### src/rtl/cellrv32_cpu_wb_arbiter.sv
`timescale 1ns/1ps
// cellrv32_cpu_wb_arbiter
// Merges pipe, load and coprocessor results onto the single register-file
// write port. Results that lose arbitration wait in a small in-order FIFO.
// A per-register pending bitmap tracks long-latency destinations until their
// result has been committed, and drives the operand hazard flag.
module cellrv32_cpu_wb_arbiter #(
  parameter int XLEN       = 32,
  parameter int RF_ENTRIES = 32,
  parameter int FIFO_DEPTH = 2
) (
  input  logic            clk_i,
  input  logic            rstn_i,
  input  logic            pipe_we_i,
  input  logic [4:0]      pipe_rd_i,
  input  logic [XLEN-1:0] pipe_data_i,
  input  logic            lsu_valid_i,
  input  logic [4:0]      lsu_rd_i,
  input  logic [XLEN-1:0] lsu_data_i,
  input  logic            cp_valid_i,
  output logic            cp_ready_o,
  input  logic [4:0]      cp_rd_i,
  input  logic [XLEN-1:0] cp_data_i,
  input  logic            iss_long_i,
  input  logic [4:0]      iss_rd_i,
  input  logic [4:0]      chk_rs1_i,
  input  logic [4:0]      chk_rs2_i,
  output logic            hazard_o,
  output logic            rf_we_o,
  output logic [4:0]      rf_rd_o,
  output logic [XLEN-1:0] rf_wdata_o,
  output logic            busy_o,
  output logic            ovf_o
);

  localparam int RW = $clog2(RF_ENTRIES);
  localparam int PW = $clog2(FIFO_DEPTH);
  localparam int CW = PW + 1;

  typedef struct packed {
    logic [4:0]      rd;
    logic [XLEN-1:0] data;
  } wb_t;

  // Register indices wrap modulo the architectural register count.
  function automatic logic [4:0] rf_idx(input logic [4:0] rd);
    logic [4:0] r;
    r         = '0;
    r[RW-1:0] = rd[RW-1:0];
    return r;
  endfunction

  logic [4:0] pipe_rd_m, lsu_rd_m, cp_rd_m, iss_rd_m, rs1_m, rs2_m;

  // holding FIFO
  wb_t             mem_q [FIFO_DEPTH];
  logic [PW-1:0]   wptr_q, wptr_d;
  logic [PW-1:0]   rptr_q, rptr_d;
  logic [CW-1:0]   count_q, count_d;

  // output register and commit tracking
  logic            rf_we_q, rf_we_d;
  logic [4:0]      rf_rd_q, rf_rd_d;
  logic [XLEN-1:0] rf_wdata_q, rf_wdata_d;
  logic            rf_long_q, rf_long_d;

  logic [RF_ENTRIES-1:0] pend_q, pend_d;
  logic                  ovf_q, ovf_d;

  logic fifo_empty, fifo_full;
  logic pipe_sel, pop, cp_xfer, lsu_ok, cp_ok;
  logic lsu_direct, cp_direct, lsu_push, lsu_drop, cp_push, push;
  wb_t  push_data;
  logic hz_rs1, hz_rs2;

  assign pipe_rd_m = rf_idx(pipe_rd_i);
  assign lsu_rd_m  = rf_idx(lsu_rd_i);
  assign cp_rd_m   = rf_idx(cp_rd_i);
  assign iss_rd_m  = rf_idx(iss_rd_i);
  assign rs1_m     = rf_idx(chk_rs1_i);
  assign rs2_m     = rf_idx(chk_rs2_i);

  assign fifo_empty = (count_q == '0);
  assign fifo_full  = (count_q == CW'(FIFO_DEPTH));

  // A load owns the cycle: the coprocessor only hands over a result when no
  // load arrives and the FIFO has room, so at most one push happens per cycle.
  assign cp_ready_o = !lsu_valid_i && !fifo_full;
  assign cp_xfer    = cp_valid_i && cp_ready_o;

  // Results addressed to x0 are consumed without writing or buffering.
  assign lsu_ok = lsu_valid_i && (lsu_rd_m != '0);
  assign cp_ok  = cp_xfer && (cp_rd_m != '0);

  // Port priority: pipe, FIFO head, load direct, coprocessor direct.
  assign pipe_sel   = pipe_we_i && (pipe_rd_m != '0);
  assign pop        = !pipe_sel && !fifo_empty;
  assign lsu_direct = !pipe_sel && fifo_empty && lsu_ok;
  assign cp_direct  = !pipe_sel && fifo_empty && !lsu_valid_i && cp_ok;

  // A pop frees a slot in the same cycle, so a load arriving at full still fits.
  assign lsu_push = lsu_ok && !lsu_direct && (!fifo_full || pop);
  assign lsu_drop = lsu_ok && !lsu_direct && fifo_full && !pop;
  assign cp_push  = cp_ok && !cp_direct;
  assign push     = lsu_push || cp_push;

  // Select the data that enters the FIFO (load first when both could push).
  always_comb begin
    push_data = '0;
    if (lsu_push) begin
      push_data.rd   = lsu_rd_m;
      push_data.data = lsu_data_i;
    end else if (cp_push) begin
      push_data.rd   = cp_rd_m;
      push_data.data = cp_data_i;
    end
  end

  // FIFO pointer and occupancy next-state.
  always_comb begin
    wptr_d  = wptr_q;
    rptr_d  = rptr_q;
    count_d = count_q + CW'(push) - CW'(pop);
    if (push) begin
      wptr_d = wptr_q + PW'(1);
    end
    if (pop) begin
      rptr_d = rptr_q + PW'(1);
    end
  end

  // FIFO storage; contents are don't-care while the occupancy says empty.
  always_ff @(posedge clk_i) begin
    if (push) begin
      mem_q[wptr_q] <= push_data;
    end
  end

  // Choose the write-port source; rd/wdata hold when nothing is selected.
  always_comb begin
    rf_we_d    = 1'b0;
    rf_rd_d    = rf_rd_q;
    rf_wdata_d = rf_wdata_q;
    rf_long_d  = 1'b0;
    if (pipe_sel) begin
      rf_we_d    = 1'b1;
      rf_rd_d    = pipe_rd_m;
      rf_wdata_d = pipe_data_i;
    end else if (pop) begin
      rf_we_d    = 1'b1;
      rf_rd_d    = mem_q[rptr_q].rd;
      rf_wdata_d = mem_q[rptr_q].data;
      rf_long_d  = 1'b1;
    end else if (lsu_direct) begin
      rf_we_d    = 1'b1;
      rf_rd_d    = lsu_rd_m;
      rf_wdata_d = lsu_data_i;
      rf_long_d  = 1'b1;
    end else if (cp_direct) begin
      rf_we_d    = 1'b1;
      rf_rd_d    = cp_rd_m;
      rf_wdata_d = cp_data_i;
      rf_long_d  = 1'b1;
    end
  end

  // Pending bitmap: clear on long-latency commit, a same-cycle issue wins.
  always_comb begin
    pend_d = pend_q;
    if (rf_we_q && rf_long_q) begin
      pend_d[rf_rd_q[RW-1:0]] = 1'b0;
    end
    if (iss_long_i && (iss_rd_m != '0)) begin
      pend_d[iss_rd_m[RW-1:0]] = 1'b1;
    end
  end

  // Sticky overflow: a load could neither be written nor buffered.
  always_comb begin
    ovf_d = ovf_q || lsu_drop;
  end

  // State registers.
  always_ff @(posedge clk_i or negedge rstn_i) begin
    if (!rstn_i) begin
      wptr_q     <= '0;
      rptr_q     <= '0;
      count_q    <= '0;
      rf_we_q    <= 1'b0;
      rf_rd_q    <= '0;
      rf_wdata_q <= '0;
      rf_long_q  <= 1'b0;
      pend_q     <= '0;
      ovf_q      <= 1'b0;
    end else begin
      wptr_q     <= wptr_d;
      rptr_q     <= rptr_d;
      count_q    <= count_d;
      rf_we_q    <= rf_we_d;
      rf_rd_q    <= rf_rd_d;
      rf_wdata_q <= rf_wdata_d;
      rf_long_q  <= rf_long_d;
      pend_q     <= pend_d;
      ovf_q      <= ovf_d;
    end
  end

  // An operand hazards while its producer is pending or is being written now.
  always_comb begin
    hz_rs1 = (rs1_m != '0) && (pend_q[rs1_m[RW-1:0]] || (rf_we_q && (rf_rd_q == rs1_m)));
    hz_rs2 = (rs2_m != '0) && (pend_q[rs2_m[RW-1:0]] || (rf_we_q && (rf_rd_q == rs2_m)));
  end

  assign hazard_o   = hz_rs1 || hz_rs2;
  assign rf_we_o    = rf_we_q;
  assign rf_rd_o    = rf_rd_q;
  assign rf_wdata_o = rf_wdata_q;
  assign busy_o     = !fifo_empty || (|pend_q);
  assign ovf_o      = ovf_q;

endmodule

### config.mk
export PLATFORM = sky130hd
export DESIGN_NAME = cellrv32_cpu_wb_arbiter
export DESIGN_NICKNAME = d
export VERILOG_FILES = /design/src/rtl/cellrv32_cpu_wb_arbiter.sv
export SDC_FILE = /design/constraint.sdc
export NUM_CORES = 1
export LEC_CHECK = 0
export ABC_CLOCK_PERIOD_IN_PS = 5800
export CAP_MARGIN = 30
export CORE_MARGIN = 3
export CORE_UTILIZATION = 35
export CTS_CLUSTER_SIZE = 8
export DETAILED_ROUTE_END_ITERATION = 12
export MAX_ROUTING_LAYER = met4
export PLACE_DENSITY = 0.71
export SYNTH_ARGS = -nofsm -noshare
export SYNTH_HDL_FRONTEND = slang
export SYNTH_SLANG_ARGS = --single-unit
### constraint.sdc
create_clock -name clk_i -period 5.8 [get_ports clk_i]
set_input_delay 1.16 -clock clk_i [delete_from_list [all_inputs] [get_ports clk_i]]
set_output_delay 1.16 -clock clk_i [all_outputs]
set_load 0.01 [all_outputs]
==> results of run 1 <==
## Yosys cell counts, types with 12 or more instances
cell type,count,area share
dfrtp_1,76,0.24
edfxtp_1,74,0.29
a211oi_1,69,0.067
o21ai_0,67,0.043
mux2i_1,45,0.058
a22o_1,37,0.042
a221o_1,36,0.046
clkbuf_1,34,0.016
nor2b_1,33,0.027
nor2_1,17,0.0082
nand2_1,15,0.0072
nand3b_1,12,0.012
nor4_1,12,0.0097
## layout by cell type (no fill, tap or decap), drive strengths merged, types with 3 or more instances in the layout
cell and instances:
nand2 16, mux2i 45, dfrtp 76, or3 5, inv 4, a21oi 4
nor3 6, buf 11, a22o 37, nor4b 3, clkbuf 21, edfxtp 74
or4 3, clkdlybuf4s50 172, clkinv 5, mux4 10, nor4 12, xor2 8
nand3b 12, a221o 36, mux2 7, o21ai 69, nand3 5, a221oi 4
a211oi 69, nor2 17, clkinvlp 4, nand4 5, xnor2 7, or3b 5
nor2b 33, a31oi 3
## flip-flops by register name, summed over array words and instances (netlist names)
signal      cells
rf_wdata_o     32
mem_q          74
ovf_o           1
wptr_q          1
rf_we_o         1
pend_q         32
count_q         2
rptr_q          1
rf_long_q       1
rf_rd_o         5
## kinds of logic (layout without fill, tap and decap cells)
logic type | Yosys count | in the layout
AO/OA/AOI/OAI | 229 | 229
XOR/XNOR | 15 | 15
multiplexers | 62 | 62
adder cells (fa/ha/maj) | 1 | 1
buffers and inverters | 56 | 218
AND/OR/NAND/NOR | 132 | 132
flip-flops | 150 | 150
## area by class of cell
type / instances / area [sq um]
fillers: 1920 / 11100
clock buffers: 21 / 460
repair buffers: 183 / 1860
clock inverters: 11 / 101
well taps: 275 / 344
flip-flops and latches: 150 / 4130
inverters: 3 / 11.3
multi-input cells: 439 / 3420
## per-layer routing
layer | track usage | routed length [um] | vias up
met5 | - | 0 | -
met4 | 0.0492 | 221 | 0
met3 | 0.0545 | 1820 | 22
met2 | 0.288 | 10300 | 233
met1 | 0.247 | 9560 | 3072
li1 | - | - | 2891
## stage by stage
| stage | util | std cells | worst slack [ns] |
|---|---|---|---|
| after floorplan | - | 645 | 1.16 |
| after global placement | 0.452 | 1046 | 0.870 |
| after detailed placement | 0.453 | 1048 | 0.837 |
| after CTS | 0.480 | 1080 | 0.826 |
| after global routing | 0.482 | 1082 | 0.726 |
| final | 0.482 | 1082 | 0.880 |
## report_power, final
group          internal, W  leakage [nW]  total [W]  switching (W)
Sequential         0.00158          1.58    0.00188       0.000302
Combinational     0.000818          1.85    0.00171       0.000890
Clock             0.000613         0.265    0.00104       0.000429
Total              0.00301          3.69    0.00463        0.00162
## worst max-delay path by stage
stage	start	endpoint	cells past startpoint	slack, ns
3_5_place_dp	chk_rs2_i[0]	hazard_o	8	0.84
5_1_grt	chk_rs2_i[0]	hazard_o	8	0.73
4_1_cts	chk_rs2_i[0]	hazard_o	8	0.83
3_3_place_gp	chk_rs2_i[0]	hazard_o	8	0.87
6_report	chk_rs2_i[0]	hazard_o	8	0.88
2_1_floorplan	pipe_rd_i[1]	mem_q[0][0]$_DFFE_PP_	8	1.16
==> results.md, run 1 <==
| Group | Item | Value |
|:---|:---|:---|
| power | Pleak | 3.69 nW |
| floorplanning | Total I/O pin count | 174 |
| final layout | Post-route cell area | 10300 sq um |
| cts | Total clock buffers created by CTS | 17 |
| logic synthesis | Combinational family with the most area after synthesis | compound AO/OA/AOI/OAI gates |
| sta | Max Transition Viols Final | 0 |
| logic synthesis | Syn_area_per_cell | 12.0 sq um |
| cts | Buffers inserted during post-CTS setup optimization | 0 |
| route | First drt pass iteration count | 4 |
| sta | Worst slew pin tran | 0.754 ns |
| logic synthesis | Compound-cell area share of the yosys netlist | 0.217 |
| cts | H-Tree Level Count | 4 |
| route | Post-detailed-route wirelength per cell | 20.2 um |
| critical path | CP bufs+invs | 2 |
| floorplanning | Std-Cell Core Area | 21400 sq um |
| sta | Clock skew | 0.0103 ns |
| final layout | Net count of the finished layout | 927 |
| floorplanning | Core Rows | 53 |
| critical path | Crit path max fanout | 12 |
| logic synthesis | Post-synthesis sequential element count | 150 |
| logic synthesis | Post-Synthesis Net Count | 778 |
| floorplanning | Die Ht | 155 um |
| critical path | Origin of the critical flop-to-flop path | count_q[1]$_DFF_PN0_ |
| critical path | Critical path startpoint category | input port |
| critical path | Library cell appearing most often on the critical path | clkdlybuf4s50_1 |
| cts | Buffer cell driving the clock tree root | clkbuf_16 |
| critical path | Delay contributed by the slowest stage of the critical path | 0.81 ns |
| route | Routed WL | 21.9 mm |
| power | Total chip power | 0.00463 W |
| sta | Post-route minimum period | 4.92 ns |
| min path | WHS Endpoint | ovf_o$_DFF_PN0_ |
| floorplanning | Width of the chip | 155 um |
| floorplanning | Die Outline Area | 24000 sq um |
| cts | Clock transition at path regs | 0.05 ns |
| critical path | Critical path endpoint category | output port |
| sta | Final hold violation count | 0 |
| critical path | WS Path Type | input port to output port |
| sta | Fin Hold WS | 0.474 ns |
| critical path | Crit path max-delay cell type | clkdlybuf4s50_1 |
| route | Via count of the routed design | 6218 |
| outcome | Status | finished clean |
| critical path | R2r setup slk | 3.35 ns |
| final layout | Proportion of layout cells with a drive suffix above 1 | 0.0929 |
| logic synthesis | Share of synthesized cell area in and, or, nand and nor gates | 0.102 |
| min path | Type of the most critical hold path | flop to flop |
| cts | Clk sinks | 150 |
| cts | Insertion delay to the later sink of the worst-skew pair | 0.42 ns |
| sta | Maximum achievable frequency | 0.203 GHz |
| route | Via density | 5.75 |
| min path | HP Start | ovf_o$_DFF_PN0_ |
| logic synthesis | Fraction of the yosys area taken by sequential cells | 0.531 |
| critical path | Delay-heaviest family, CP | buffers and inverters |
| logic synthesis | Netlist area before placement | 7770 sq um |
| sta | Crit share post-route | 0.848 |
| critical path | Required time reported for the critical path endpoint | 4.64 ns |
| grt | Number of antenna violations at the first check in global routing | 0 |
| cts | Buffer levels on the longest clock path | 2 |
| grt | First-pass GRT wire length | 35.0 mm |
| logic synthesis | Parity-gate share of the synthesized area counting xor and xnor cells | 0.0169 |
| grt | Overall overflow remaining after global route | 0 |
| flow run | Count of max-cap constraint violations | 0 |
| place | Placed Area | 9710 sq um |
| critical path | Capturing point of the worst reg2reg path | rf_wdata_o[5]$_DFFE_PN0P_ |
| cts | CTS tree | done |
| place | Final GP Congestion | 0.892 |
| route | Count of antenna-violating nets left after detailed routing | 0 |
| floorplanning | Initial core utilization | 0.363 |
| place | Detailed placer's ending HPWL | 14.7 mm |
| logic synthesis | Proportion of synthesized area in mux cells | 0.0971 |
| final layout | Area added between synthesis and finish | 32.9% |
| cts | Post-CTS Resized | 0 |
| final layout | Antenna cell count | 0 |
| logic synthesis | Library cells used by synthesis | 52 |
| sta | Worst slew slack as a fraction of its limit | 0.497 |
| logic synthesis | Gate Count Post-Synth | 645 |
| logic synthesis | Adder-Cell Fraction of Synth Area | 0.00161 |
| grt | Pin count of the biggest net entering global routing | 71 |
| sta | Final setup violation count | 0 |
| logic synthesis | Proportion of register bits with asynchronous set or reset after synthesis | 0.507 |
| grt | Number of global-route vias before repair | 6377 |
| critical path | Cell breakdown of the critical path | clkdlybuf4s50_1 -> mux4_2 -> mux2_2 -> nand2_1 -> o21ai_0 -> nor4_1 -> o32ai_1 -> clkdlybuf4s50_1 |
| route | Detailed router's first-iteration violation count | 541 |
| critical path | Critical path arrival | 3.76 ns |
| logic synthesis | Most used DFF post-synth | dfrtp_1 |
| logic synthesis | Yosys synthesis warning count | 0 |
| min path | Worst Hold Depth | 1 |
| route | DRC errors left | 0 |
| cts | Quantity of hold-fixing buffers added after cts | 0 |
| sta | Aggregate negative setup slack | 0 ns |
| power | Power per standard cell area | 449 nW/um^2 |
| logic synthesis | Post-synth EDFFs | 74 |
| critical path | Worst Reg-to-Reg Cells | 5 |
| sta | Setup repair after global routing missed its margin | no |
| grt | Aggregate global-route resource usage | 0.188 |
| power | IR Drop Worst-Case VDD | 0.000215 V |
| place | Port-buffer cells | 173 |
No activity file was read; power rests on OpenSTA's default activity.
==> run 2: changes to the inputs <==
--- a/config.mk
+++ b/config.mk
@@ -5,14 +5,14 @@
 export SDC_FILE = /design/constraint.sdc
 export NUM_CORES = 1
 export LEC_CHECK = 0
-export ABC_CLOCK_PERIOD_IN_PS = 5800
+export ABC_CLOCK_PERIOD_IN_PS = 4000
 export CAP_MARGIN = 30
 export CORE_MARGIN = 3
 export CORE_UTILIZATION = 35
 export CTS_CLUSTER_SIZE = 8
 export DETAILED_ROUTE_END_ITERATION = 12
 export MAX_ROUTING_LAYER = met4
-export PLACE_DENSITY = 0.71
+export PLACE_DENSITY = 0.73
 export SYNTH_ARGS = -nofsm -noshare
 export SYNTH_HDL_FRONTEND = slang
 export SYNTH_SLANG_ARGS = --single-unit
==> constraint.sdc (replaced) <==
create_clock -name clk_i -period 4 [get_ports clk_i]
set_input_delay 0.8 -clock clk_i [delete_from_list [all_inputs] [get_ports clk_i]]
set_output_delay 0.8 -clock clk_i [all_outputs]
set_load 0.01 [all_outputs]
==> results.md, run 2 (synthesized netlist as in run 1, its figures left out) <==
| Group | Item | Value | Change |
|:---|:---|:---|:---|
| outcome | Status | finished clean |  |
| final layout | Area of the multi-input gates | 3420 sq um | unchanged |
| sta | Final setup violation count | 0 | unchanged |
| sta | Max Transition Viols Final | 0 | unchanged |
| power | Power per standard cell area | 649 nW/um^2 | +45% |
| cts | Clk sinks | 150 | unchanged |
| floorplanning | Die Outline Area | 24000 sq um | unchanged |
| cts | Post-CTS Resized | 0 | unchanged |
| cts | Insertion delay to the later sink of the worst-skew pair | 0.42 ns | about the same |
| final layout | Proportion of layout cells with a drive suffix above 1 | 0.108 | +0.0155 |
| cts | Buffer cell driving the clock tree root | clkbuf_16 |  |
| cts | Clock transition at path regs | 0.06 ns | about the same |
| critical path | Critical path startpoint category | input port |  |
| sta | Clock skew | 0.00914 ns | -0.00115 ns |
| grt | Pin count of the biggest net entering global routing | 67 | -5.6% |
| route | Via density | 5.90 | +2.7% |
| route | Detailed router's first-iteration violation count | 415 | -23% |
| critical path | Worst setup path startpoint | chk_rs2_i[2] |  |
| critical path | Origin of the critical flop-to-flop path | count_q[1]$_DFF_PN0_ |  |
| route | Count of antenna-violating nets left after detailed routing | 0 | unchanged |
| sta | Worst slew pin tran | 0.896 ns | +0.142 ns |
| place | Detailed placer's ending HPWL | 15.8 mm | +7.8% |
| floorplanning | Core Rows | 53 | unchanged |
| route | DRC errors left | 0 | unchanged |
| final layout | Area added between synthesis and finish | 34.3% |  |
| route | First drt pass iteration count | 6 | +2 |
| critical path | Critical path endpoint category | output port |  |
| floorplanning | Total I/O pin count | 174 | unchanged |
| sta | Setup repair after global routing missed its margin | no |  |
| final layout | Most common cell after layout, fill and taps aside | clkdlybuf4s50_1 |  |
| final layout | Net count of the finished layout | 941 | +1.5% |
| sta | Fin Hold WS | 0.212 ns | -0.262 ns |
| place | Port-buffer cells | 173 | unchanged |
| critical path | Required time reported for the critical path endpoint | 3.20 ns | -1.44 ns |
| floorplanning | Std-Cell Core Area | 21400 sq um | unchanged |
| final layout | Number of fillers in the final layout | 1955 | +1.8% |
| cts | H-Tree Level Count | 4 | unchanged |
| critical path | Capturing point of the worst reg2reg path | rf_wdata_o[11]$_DFFE_PN0P_ |  |
| grt | First-pass GRT wire length | 36.3 mm | +3.8% |
| cts | Buffers inserted during post-CTS setup optimization | 0 | unchanged |
| grt | Number of antenna violations at the first check in global routing | 0 | unchanged |
| sta | Maximum achievable frequency | 0.261 GHz |  |
| final layout | Register name with the most flops | mem_q |  |
| critical path | R2r setup slk | 1.59 ns | -1.76 ns |
| grt | Number of global-route vias before repair | 6625 | +3.9% |
| final layout | Top library cells by usage in the layout, fill and taps aside | 170 x clkdlybuf4s50_1, 75 x dfrtp_1, 74 x edfxtp_1, 69 x a211oi_1, 67 x o21ai_0 |  |
| sta | Post-route minimum period | 3.83 ns |  |
| critical path | WS Path Type | input port to output port |  |
| min path | Type of the most critical hold path | input port to asynchronous set/reset pin |  |
| grt | Overall overflow remaining after global route | 0 | unchanged |
| route | Routed WL | 22.8 mm | +4.2% |
| critical path | Crit path max fanout | 8 | -4 |
| power | IR Drop Worst-Case VDD | 0.000308 V | +43% |
| final layout | Flip-flop count of the largest register, all copies and words added | 74 | unchanged |
| sta | Final hold violation count | 0 | unchanged |
| sta | Aggregate negative setup slack | 0 ns | unchanged |
| route | Post-detailed-route wirelength per cell | 20.8 um | +2.8% |
| power | Pleak | 3.78 nW | +2.4% |
| cts | Total clock buffers created by CTS | 17 | unchanged |
| grt | Aggregate global-route resource usage | 0.196 | +0.00831 |
| floorplanning | Die Ht | 155 um | unchanged |
| critical path | Critical path arrival | 3.03 ns | -0.73 ns |
| cts | Quantity of hold-fixing buffers added after cts | 0 | unchanged |
| critical path | Worst Reg-to-Reg Cells | 5 | unchanged |
| cts | Buffer levels on the longest clock path | 2 | unchanged |
| cts | CTS tree | done |  |
| final layout | Combined flip-flop and latch cell area | 4130 sq um | unchanged |
| place | Final GP Congestion | 0.888 | -0.40% |
| critical path | Critical Path End | hazard_o |  |
| route | Via count of the routed design | 6471 | +4.1% |
| flow run | Count of max-cap constraint violations | 0 | unchanged |
| sta | Worst slew slack as a fraction of its limit | 0.403 | -0.0945 |
| final layout | Antenna cell count | 0 | unchanged |
| floorplanning | Width of the chip | 155 um | unchanged |
| floorplanning | Initial core utilization | 0.363 | unchanged |
| sta | Crit share post-route | 0.957 |  |
==> run 2: metrics by stage <==
step,worst slack (ns),total power [W],std cells,cell area (sq um),utilization
after global routing,0.0213,0.00719,1096,10400,0.487
final,0.172,0.00678,1096,10400,0.487
after floorplan,0.335,0.00414,645,7770,-
after CTS,0.0567,0.00681,1096,10400,0.487
after detailed placement,0.0680,0.00526,1064,9870,0.461
after global placement,0.0702,0.00518,1063,9840,0.459
==> run 2: layout make-up <==
class	instances	area share
clock buffers	18	0.0421
clock inverters	14	0.0121
inverters	3	0.00108
multi-input cells	439	0.328
flip-flops and latches	150	0.395
well taps	275	0.0330
repair buffers	197	0.189
==> run 2: how the worst min path moves through the flow <==
stage / startpoint / to
final: rstn_i / pend_q[26]$_DFF_PN0_
after global routing: rstn_i / pend_q[24]$_DFF_PN0_
after CTS: rstn_i / pend_q[24]$_DFF_PN0_
after detailed placement: rf_wdata_o[17]$_DFFE_PN0P_ / rf_wdata_o[17]$_DFFE_PN0P_
after global placement: ovf_o$_DFF_PN0_ / ovf_o$_DFF_PN0_
after floorplan: wptr_q$_DFFE_PN0P_ / wptr_q$_DFFE_PN0P_
==> run 2: worst max-delay path: stages <==
cell and delay (ns):
clkdlybuf4s50_1 0.55, buf_4 0.24, nor4_1 0.32, a31oi_1 0.09, nand4_1 0.11, nor3_1 0.05, o32ai_1 0.28, clkdlybuf4s50_1 0.59
==> run 2: power by group <==
part | internal, W | switching [W] | leakage (nW)
registers | 0.00229 | 0.000536 | 1.58
logic | 0.00120 | 0.00123 | 1.93
clock network | 0.000875 | 0.000647 | 0.268
==> run 2: metal layers <==
layer,track usage,up-vias,share of wire
met1,0.257,3253,0.42
met3,0.0512,18,0.082
met4,0.0500,0,0.0097
met2,0.306,265,0.48
met5,-,-,0
li1,-,2935,-
